`config.mk`:
```
export PLATFORM = sky130hd
export DESIGN_NAME = imem_loader
export DESIGN_NICKNAME = d
export VERILOG_FILES = /design/src/rtl/imem_loader_pkg.sv /design/src/rtl/imem_loader.sv
export SDC_FILE = /design/constraint.sdc
export NUM_CORES = 1
export LEC_CHECK = 0
export ABC_AREA = 1
export BUFFER_PORTS_ARGS = -buffer_cell sky130_fd_sc_hd__buf_2
export CAP_MARGIN = 0
export CORE_MARGIN = 5
export CORE_UTILIZATION = 60
export CTS_BUF_LIST = sky130_fd_sc_hd__clkbuf_4
export DETAILED_ROUTE_END_ITERATION = 10
export PLACE_DENSITY = 0.83
export SLEW_MARGIN = 20
export SYNTH_ARGS = -nofsm -noshare
export SYNTH_HDL_FRONTEND = slang
export SYNTH_SLANG_ARGS = --single-unit
```
`constraint.sdc`:
```
create_clock -name clk -period 8.25 [get_ports clk]
set_input_delay 0 -clock clk [delete_from_list [all_inputs] [get_ports clk]]
set_output_delay 0 -clock clk [all_outputs]
set_load 0.05 [all_outputs]
```
`src/rtl/imem_loader_pkg.sv`:
```
// Shared types for the instruction-memory loader: FSM state encoding and the
// error codes reported on err_code.
package imem_loader_pkg;

    typedef enum logic [2:0] {
        IDLE,
        HDR_HI,
        HDR_LO,
        DATA,
        WRITE,
        CHK,
        DONE,
        ERR
    } state_t;

    localparam logic [1:0] ERR_NONE    = 2'b00;
    localparam logic [1:0] ERR_LEN     = 2'b01;
    localparam logic [1:0] ERR_TIMEOUT = 2'b10;
    localparam logic [1:0] ERR_CHK     = 2'b11;

endpackage

```
`src/rtl/imem_loader.sv`:
```
// Loads a length-prefixed, XOR-checksummed byte stream into instruction memory
// as big-endian words and keeps the CPU in reset until a load succeeds.
module imem_loader
    import imem_loader_pkg::*;
#(
    parameter int ADDR_W      = 12,
    parameter int TIMEOUT_CYC = 65535,
    parameter bit BOOT_HOLD   = 1'b1
) (
    input  logic              clk,
    input  logic              rst,
    input  logic              start,
    input  logic              byte_valid,
    input  logic [7:0]        byte_data,
    output logic              byte_ready,
    output logic              imem_we,
    output logic [ADDR_W-1:0] imem_waddr,
    output logic [31:0]       imem_wdata,
    output logic              cpu_hold,
    output logic              busy,
    output logic              done,
    output logic              err,
    output logic [1:0]        err_code,
    output logic [ADDR_W:0]   words_written
);

    localparam int unsigned       DEPTH    = 2 ** ADDR_W;
    localparam logic [15:0]       TLIM     = 16'(TIMEOUT_CYC - 1);
    localparam logic [ADDR_W-1:0] ADDR_ONE = 1;
    localparam logic [ADDR_W:0]   CNT_ONE  = 1;

    state_t      state;
    state_t      state_next;
    logic [7:0]  len_hi;
    logic [15:0] len;
    logic [1:0]  byte_idx;
    logic [7:0]  xor_acc;
    logic [15:0] tcnt;
    logic        set_err;
    logic [1:0]  err_val;

    logic        xfer;
    logic        start_ok;
    logic [15:0] hdr_len;
    logic        len_bad;
    logic        last_word;
    logic        timeout_hit;

    assign xfer        = byte_valid & byte_ready;
    assign start_ok    = start && (state == IDLE || state == DONE || state == ERR);
    assign hdr_len     = {len_hi, byte_data};
    assign len_bad     = (hdr_len == 16'd0) || (32'(hdr_len) > DEPTH);
    assign last_word   = (32'(words_written) + 32'd1) == 32'(len);
    assign timeout_hit = !xfer && (tcnt == TLIM);

    always_ff @(posedge clk or posedge rst) begin
        if (rst) state <= IDLE;
        else     state <= state_next;
    end

    // Outputs are decoded from state so imem_we falls the instant rst hits.
    always_comb begin
        state_next = state;
        byte_ready = 1'b0;
        imem_we    = 1'b0;
        busy       = 1'b1;
        cpu_hold   = 1'b1;
        done       = 1'b0;
        err        = 1'b0;
        set_err    = 1'b0;
        err_val    = ERR_NONE;
        case (state)
            IDLE: begin
                busy     = 1'b0;
                cpu_hold = BOOT_HOLD;
                if (start) state_next = HDR_HI;
            end
            DONE: begin
                busy     = 1'b0;
                cpu_hold = 1'b0;
                done     = 1'b1;
                if (start) state_next = HDR_HI;
            end
            ERR: begin
                busy = 1'b0;
                err  = 1'b1;
                if (start) state_next = HDR_HI;
            end
            HDR_HI: begin
                byte_ready = 1'b1;
                if (xfer) begin
                    state_next = HDR_LO;
                end else if (timeout_hit) begin
                    state_next = ERR;
                    set_err    = 1'b1;
                    err_val    = ERR_TIMEOUT;
                end
            end
            HDR_LO: begin
                byte_ready = 1'b1;
                if (xfer) begin
                    if (len_bad) begin
                        state_next = ERR;
                        set_err    = 1'b1;
                        err_val    = ERR_LEN;
                    end else begin
                        state_next = DATA;
                    end
                end else if (timeout_hit) begin
                    state_next = ERR;
                    set_err    = 1'b1;
                    err_val    = ERR_TIMEOUT;
                end
            end
            DATA: begin
                byte_ready = 1'b1;
                if (xfer) begin
                    if (byte_idx == 2'd3) state_next = WRITE;
                end else if (timeout_hit) begin
                    state_next = ERR;
                    set_err    = 1'b1;
                    err_val    = ERR_TIMEOUT;
                end
            end
            WRITE: begin
                imem_we    = 1'b1;
                state_next = last_word ? CHK : DATA;
            end
            CHK: begin
                byte_ready = 1'b1;
                if (xfer) begin
                    if (byte_data == xor_acc) begin
                        state_next = DONE;
                    end else begin
                        state_next = ERR;
                        set_err    = 1'b1;
                        err_val    = ERR_CHK;
                    end
                end else if (timeout_hit) begin
                    state_next = ERR;
                    set_err    = 1'b1;
                    err_val    = ERR_TIMEOUT;
                end
            end
            default: state_next = IDLE;
        endcase
    end

    // The idle counter only runs while a byte could be accepted, so it is
    // naturally zero on entry to WRITE and in the resting states.
    always_ff @(posedge clk or posedge rst) begin
        if (rst) begin
            len_hi        <= 8'd0;
            len           <= 16'd0;
            byte_idx      <= 2'd0;
            xor_acc       <= 8'd0;
            tcnt          <= 16'd0;
            imem_waddr    <= '0;
            imem_wdata    <= 32'd0;
            words_written <= '0;
            err_code      <= ERR_NONE;
        end else begin
            if (byte_ready) tcnt <= xfer ? 16'd0 : tcnt + 16'd1;
            else            tcnt <= 16'd0;

            if (start_ok) begin
                byte_idx      <= 2'd0;
                xor_acc       <= 8'd0;
                tcnt          <= 16'd0;
                imem_waddr    <= '0;
                words_written <= '0;
                err_code      <= ERR_NONE;
            end else begin
                case (state)
                    HDR_HI: if (xfer) len_hi <= byte_data;
                    HDR_LO: if (xfer) len <= hdr_len;
                    DATA: begin
                        if (xfer) begin
                            imem_wdata <= {imem_wdata[23:0], byte_data};
                            xor_acc    <= xor_acc ^ byte_data;
                            byte_idx   <= byte_idx + 2'd1;
                        end
                    end
                    WRITE: begin
                        imem_waddr    <= imem_waddr + ADDR_ONE;
                        words_written <= words_written + CNT_ONE;
                    end
                    default: ;
                endcase
                if (set_err) err_code <= err_val;
            end
        end
    end

endmodule

```
==> results of run 1 <==
==> metrics by stage <==
step	power (mW)	util
floorplan	1.60	-
global placement	1.80	0.673
detailed placement	1.84	0.673
CTS	2.11	0.701
global route	2.25	0.701
finish	2.10	0.701
==> worst paths after layout <==
check                            from                 to  slack [ns]  cells past startpoint
setup / recovery             state[2]           state[0]        5.79                      8
hold / removal                    rst         xor_acc[6]        0.10                      3
setup reg to reg             state[2]           state[0]        5.79                      8
hold reg to reg               tcnt[0]            tcnt[0]        0.48                      1
max in group asynchronous         rst  words_written[12]        6.88                      4
min in group clk           byte_valid        err_code[0]        0.40                      4
==> state kept, by name, summed over array words and instances (netlist names) <==
signal,flops
imem_wdata,32
len,16
tcnt,16
words_written,13
imem_waddr,12
len_hi,8
xor_acc,8
state,3
byte_idx,2
err_code,2
==> power breakdown <==
group / total, mW / switching, mW / internal [mW]
Sequential: 0.865 / 0.143 / 0.722
Clock: 0.268 / 0.196 / 0.0719
Combinational: 0.973 / 0.723 / 0.250
==> cell families after synthesis <==
logic type	Yosys count
AO/OA/AOI/OAI	117
XOR/XNOR	12
adder cells (fa/ha/maj)	5
buffers and inverters	99
flip-flops	112
multiplexers	1
AND/OR/NAND/NOR	332
==> synthesized netlist by cell type, types with 2 or more instances <==
cell,number
ha_1,5
nand3_1,46
a21oi_1,24
o211ai_1,2
inv_2,4
nor3b_1,2
nand3_2,2
nand2_1,180
nor2_1,57
buf_2,3
nand4_1,9
nor4_1,3
a31oi_1,3
dfrtp_1,112
nand3b_1,8
o22ai_1,9
nor2_4,4
inv_1,77
nand2_2,2
a211oi_1,2
clkbuf_1,14
xnor2_1,8
o21ai_1,3
o21ai_0,69
nor2_2,8
xor2_1,4
nor3_2,2
nor3_1,7
==> layout make-up <==
cell class	count	share of cell area
Clock buffer	9	0.0109
Clock inverter	7	0.0115
Inverter	82	0.0502
Multi-Input combinational cell	467	0.371
Sequential cell	112	0.454
Tap cell	108	0.0219
Timing Repair Buffer	88	0.0806
==> per-layer routing <==
metal | vias up | track usage
li1 | 2373 | -
met1 | 2262 | 0.322
met2 | 161 | 0.381
met3 | 27 | 0.0452
met4 | 0 | 0.0675
met5 | - | 0
==> repair_timing <==
item | in CTS | in global routing
hold buffers | 11 | 0
buffers inserted | 0 | 0
endpoints found under the hold margin | 81 | 0
==> worst max-delay path: stages, from the launching register on <==
cell     delay (ns)
dfrtp_1        0.46
inv_2          0.16
nand2_1        0.14
nor2_4         0.47
inv_2          0.43
o22ai_1        0.37
a21oi_1        0.08
o22ai_1        0.21
inv_1          0.06
==> reports/metrics.cfg, run 1 <==
[timing]
rsz0062_at_grt = false
hold_viol = 0
max-slew-margin-rel = 0.403
layout_setup_ws_ns = 5.79
setup-tns-final_ns = 0
max_freq_mhz = 406
clock_skew_ns = 0.0207
setup_violations = 0
hold_ws_ns = 0.100
worstMarginPinSlew_ns = 0.896
finalCritPeriodShare = 0.299
drv_slew = 0
period_minus_slack_ns = 2.46

[synth]
synth_flop_cell = dfrtp_1
avgSynthCellArea_um2 = 8.07
async_reset_ff_frac = 1.00
ys_ff_latch = 112
synth_cell_types = 37
ys_warn_count = 0
synth_mux_area_frac = 0.00206
synth_seq_area_share = 0.512
synth_top_family_by_area = simple AND/OR/NAND/NOR gates
synth_top_area_share = 0.512
synth_xor_area_frac = 0.0192
syn-instance-count = 678
synth-adder-area-share = 0.0114
synth_simple_gate_area_frac = 0.270
synth-edff-count = 0
netlist_area_mm2 = 0.00547
synth_fp_nets = 695
synth_area_leader_cell = dfrtp_1
ys_top_cells_by_area = dfrtp_1 (51%), nand2_1 (12%), o21ai_0 (6.3%)
synth_compound_area_frac = 0.116

[drt]
vias = 4823
drt_iter0_drc = 297
wl_per_cell_um = 14.3
first_pass_iters = 5
ant_nets = 0
drc_errors = 0
met3_length_um = 729
wl_met2_um = 5980
routed.top_layer = met4
viasPerCell = 5.52
drt_wl_total_um = 12500
wl_met1_um = 5520

[power]
power.density_mw_per_mm2 = 341
peakVddDrop_mv = 0.318
leakage_nw = 3.05

[layout]
drive_above_1_share = 0.156
multi_input_area_mm2 = 0.00229
layout.nets = 777
fill_cells = 709
antenna_cells = 0
layout.cells.non_filler = 873
syn_to_final_growth_pct = 12.9
layout_commonest_cell = nand2_1
regArea_mm2 = 0.00280
mostFrequentLayoutCells = nand2_1 (180), dfrtp_1 (112), inv_1 (76), buf_2 (76), o21ai_0 (69)
fin_area_mm2 = 0.00618

[floorplan]
die_h_um = 105
die_w_um = 105
start_util = 0.621
ios = 77
core_mm2 = 0.00881
rows = 34
dieArea_mm2 = 0.0111

[critical_path]
cp.arrival_ns = 2.83
start_kind = flop
end_kind = flop
required_ns = 8.62
cp_max_fo = 50
critPathKind = flop to flop

[place]
dp_hpwl_um = 9150
gp_congestion = 0.884
port_buffers = 76
post-place-ws_ns = 5.88
placed_area_mm2 = 0.00593
dp_cells = 846

[clock_network]
cts.sinks = 112
insertion_delay_ns = 0.46
htree_levels = 3
cts_tree = yes
cts.reportedPaths.clkPinSlew_ns = 0.18
cts_buffers = 9
cts_resized = 0
clock-root-buffer = clkbuf_4
ctsLongestPathBuffers = 2

[global_route]
track_usage = 0.234
overflow = 0
antenna_found_initial = 0
grt_max_degree = 75
grt_pass1_wl_um = 21500
grt_pass1_vias = 4671

[run]
cap_violations = 0

[hold_path]
hold_path.class = input port to async pin

[outcome]
run_status = finished clean

Power figures use the tool's default switching activity.
==> run 2: changes to the inputs <==
Settings changed: CORE_UTILIZATION 60 to 54, PLACE_DENSITY 0.83 to 0.79.
Clock period 8.25 ns to 2.2 ns, I/O delays scaled along.
==> run 2 against run 1 <==
Worst hold slack gained 0.041 ns. Sequential power grew to 3.8 times the previous value. Non-clock buffer count rose by 8. Sequential cell count is the same. Via count down 1.1%. Critical path type unchanged. Largest cell class unchanged.
==> reports/metrics.cfg, run 2 (same netlist as run 1, synthesis figures left out) <==
[drt]
viasPerCell = 5.26
drt_wl_total_um = 12600
ant_nets = 0
drc_errors = 0
first_pass_iters = 6
drt_iter0_drc = 421
vias = 4770
wl_per_cell_um = 13.9

[floorplan]
dieArea_mm2 = 0.0122
die_h_um = 111
die_w_um = 111
start_util = 0.557
core_mm2 = 0.00982
ios = 77
rows = 36

[critical_path]
critPathCapture = imem_waddr[11]
worst_r2r_endpoint = imem_waddr[11]
required_ns = 2.58
critPathKind = flop to flop
rrSetupSlack_ns = 0.26
cp_max_fo = 14
critPathSlowestCell = dfrtp_1
path_buf_inv = 2
crit_path_start = state[1]
crit_chain = nor2_1, inv_2, nand2_2, o21ai_4, nor2_8, inv_2, nand2_2, nand3_2, nor2_2, nand3_1, o21ai_1, nor2_1
start_kind = flop
path_delay_family = simple AND/OR/NAND/NOR gates
cp.arrival_ns = 2.32
r2r_cells = 12
regToRegStartpoint = state[1]
end_kind = flop
cp_slowest_stage_delay_ns = 0.51
path_depth = 12

[clock_network]
cts.reportedPaths.clkPinSlew_ns = 0.19
ctsLongestPathBuffers = 2
clock-root-buffer = clkbuf_4
postCtsSetupRepairBufs = 0
cts_buffers = 9
insertion_delay_ns = 0.48
cts.sinks = 112
cts_resized = 0
htree_levels = 3
cts_tree = yes
ctsHoldBuffers = 11

[global_route]
antenna_found_initial = 0
grt_max_degree = 50
grt_pass1_wl_um = 21700
track_usage = 0.212
overflow = 0
grt_pass1_vias = 4551

[layout]
layout_commonest_cell = nand2_1
top_register = imem_wdata
largest_reg_flops = 32
mostFrequentLayoutCells = nand2_1 (180), dfrtp_1 (112), inv_1 (76), buf_2 (76), o21ai_0 (69)
largest_registers = imem_wdata (32), len (16), tcnt (16)
syn_to_final_growth_pct = 15.5
layout.cells.non_filler = 906
antenna_cells = 0
layout.nets = 785
drive_above_1_share = 0.166
fill_cells = 853

[place]
gp_congestion = 0.872
port_buffers = 76
dp_hpwl_um = 9300
dp_cells = 879

[timing]
drv_slew = 0
finalCritPeriodShare = 0.884
period_minus_slack_ns = 1.94
max_freq_mhz = 514
worstMarginPinSlew_ns = 0.670
hold_ws_ns = 0.141
clock_skew_ns = 0.0167
rsz0062_at_grt = false
setup-tns-final_ns = 0
setup_violations = 0
hold_viol = 0
max-slew-margin-rel = 0.552

[run]
cap_violations = 0

[power]
leakage_nw = 3.10
power.density_mw_per_mm2 = 1280
peakVddDrop_mv = 1.06

[hold_path]
hold_path.class = input port to async pin

[outcome]
run_status = finished clean

## run 2: cell count changes in the layout (fill, tap and decap cells not counted), sizes merged
cell      change
buf           +8
bufinv        +1
clkinvlp      +2
inv           -3
## run 2: power breakdown
group | total, mW | switching [mW] | internal (mW)
clock network | 1.12 | 0.737 | 0.385
logic | 3.68 | 2.71 | 0.975
registers | 3.25 | 0.546 | 2.71
total | 8.06 | 3.99 | 4.07
## run 2: how the worst min path moves through the flow
stage | startpoint | endpoint | slack, ns | cells past startpoint
2_1_floorplan | byte_valid | err_code[0] | 0.14 | 2
3_3_place_gp | rst | imem_waddr[9] | 0.13 | 2
3_5_place_dp | rst | imem_waddr[9] | 0.14 | 2
4_1_cts | rst | xor_acc[3] | 0.13 | 3
5_1_grt | rst | xor_acc[3] | 0.19 | 3
6_report | rst | xor_acc[3] | 0.14 | 3
## run 2: per-stage QoR
stage	instance area, um2	power, mW	util	setup slack (ns)
after floorplan	5480	6.02	-	0.118
after global placement	6040	6.85	0.615	0.371
after detailed placement	6040	6.96	0.615	0.286
after CTS	6320	8.11	0.643	0.249
after global routing	6320	8.65	0.643	0.00365
final	6320	8.06	0.643	0.255
## run 2: worst register-to-register path, delay by kind of cell (launching register included)
family                 cells  cell delay [ns]
DFF                        1             0.51
AOI/OAI and AO/OA          2             0.25
and+or+nand+nor            8             0.90
buffers and inverters      2             0.20
## run 2: cell type report
cell class | instances | area (um2) | share of cell area
clock buffers | 9 | 67.6 | 0.0107
repair buffers | 96 | 571 | 0.0903
multi-input cells | 467 | 2300 | 0.364
flip-flops and latches | 112 | 2800 | 0.444
well taps | 133 | 166 | 0.0263
clock inverters | 7 | 101 | 0.0160
inverters | 82 | 312 | 0.0493
## run 2: layer usage
layer,global-route usage,vias to the layer above,share of wire
li1,-,2380,-
met1,0.292,2229,0.45
met2,0.339,141,0.48
met3,0.0377,20,0.052
met4,0.0739,0,0.016
met5,0,-,0
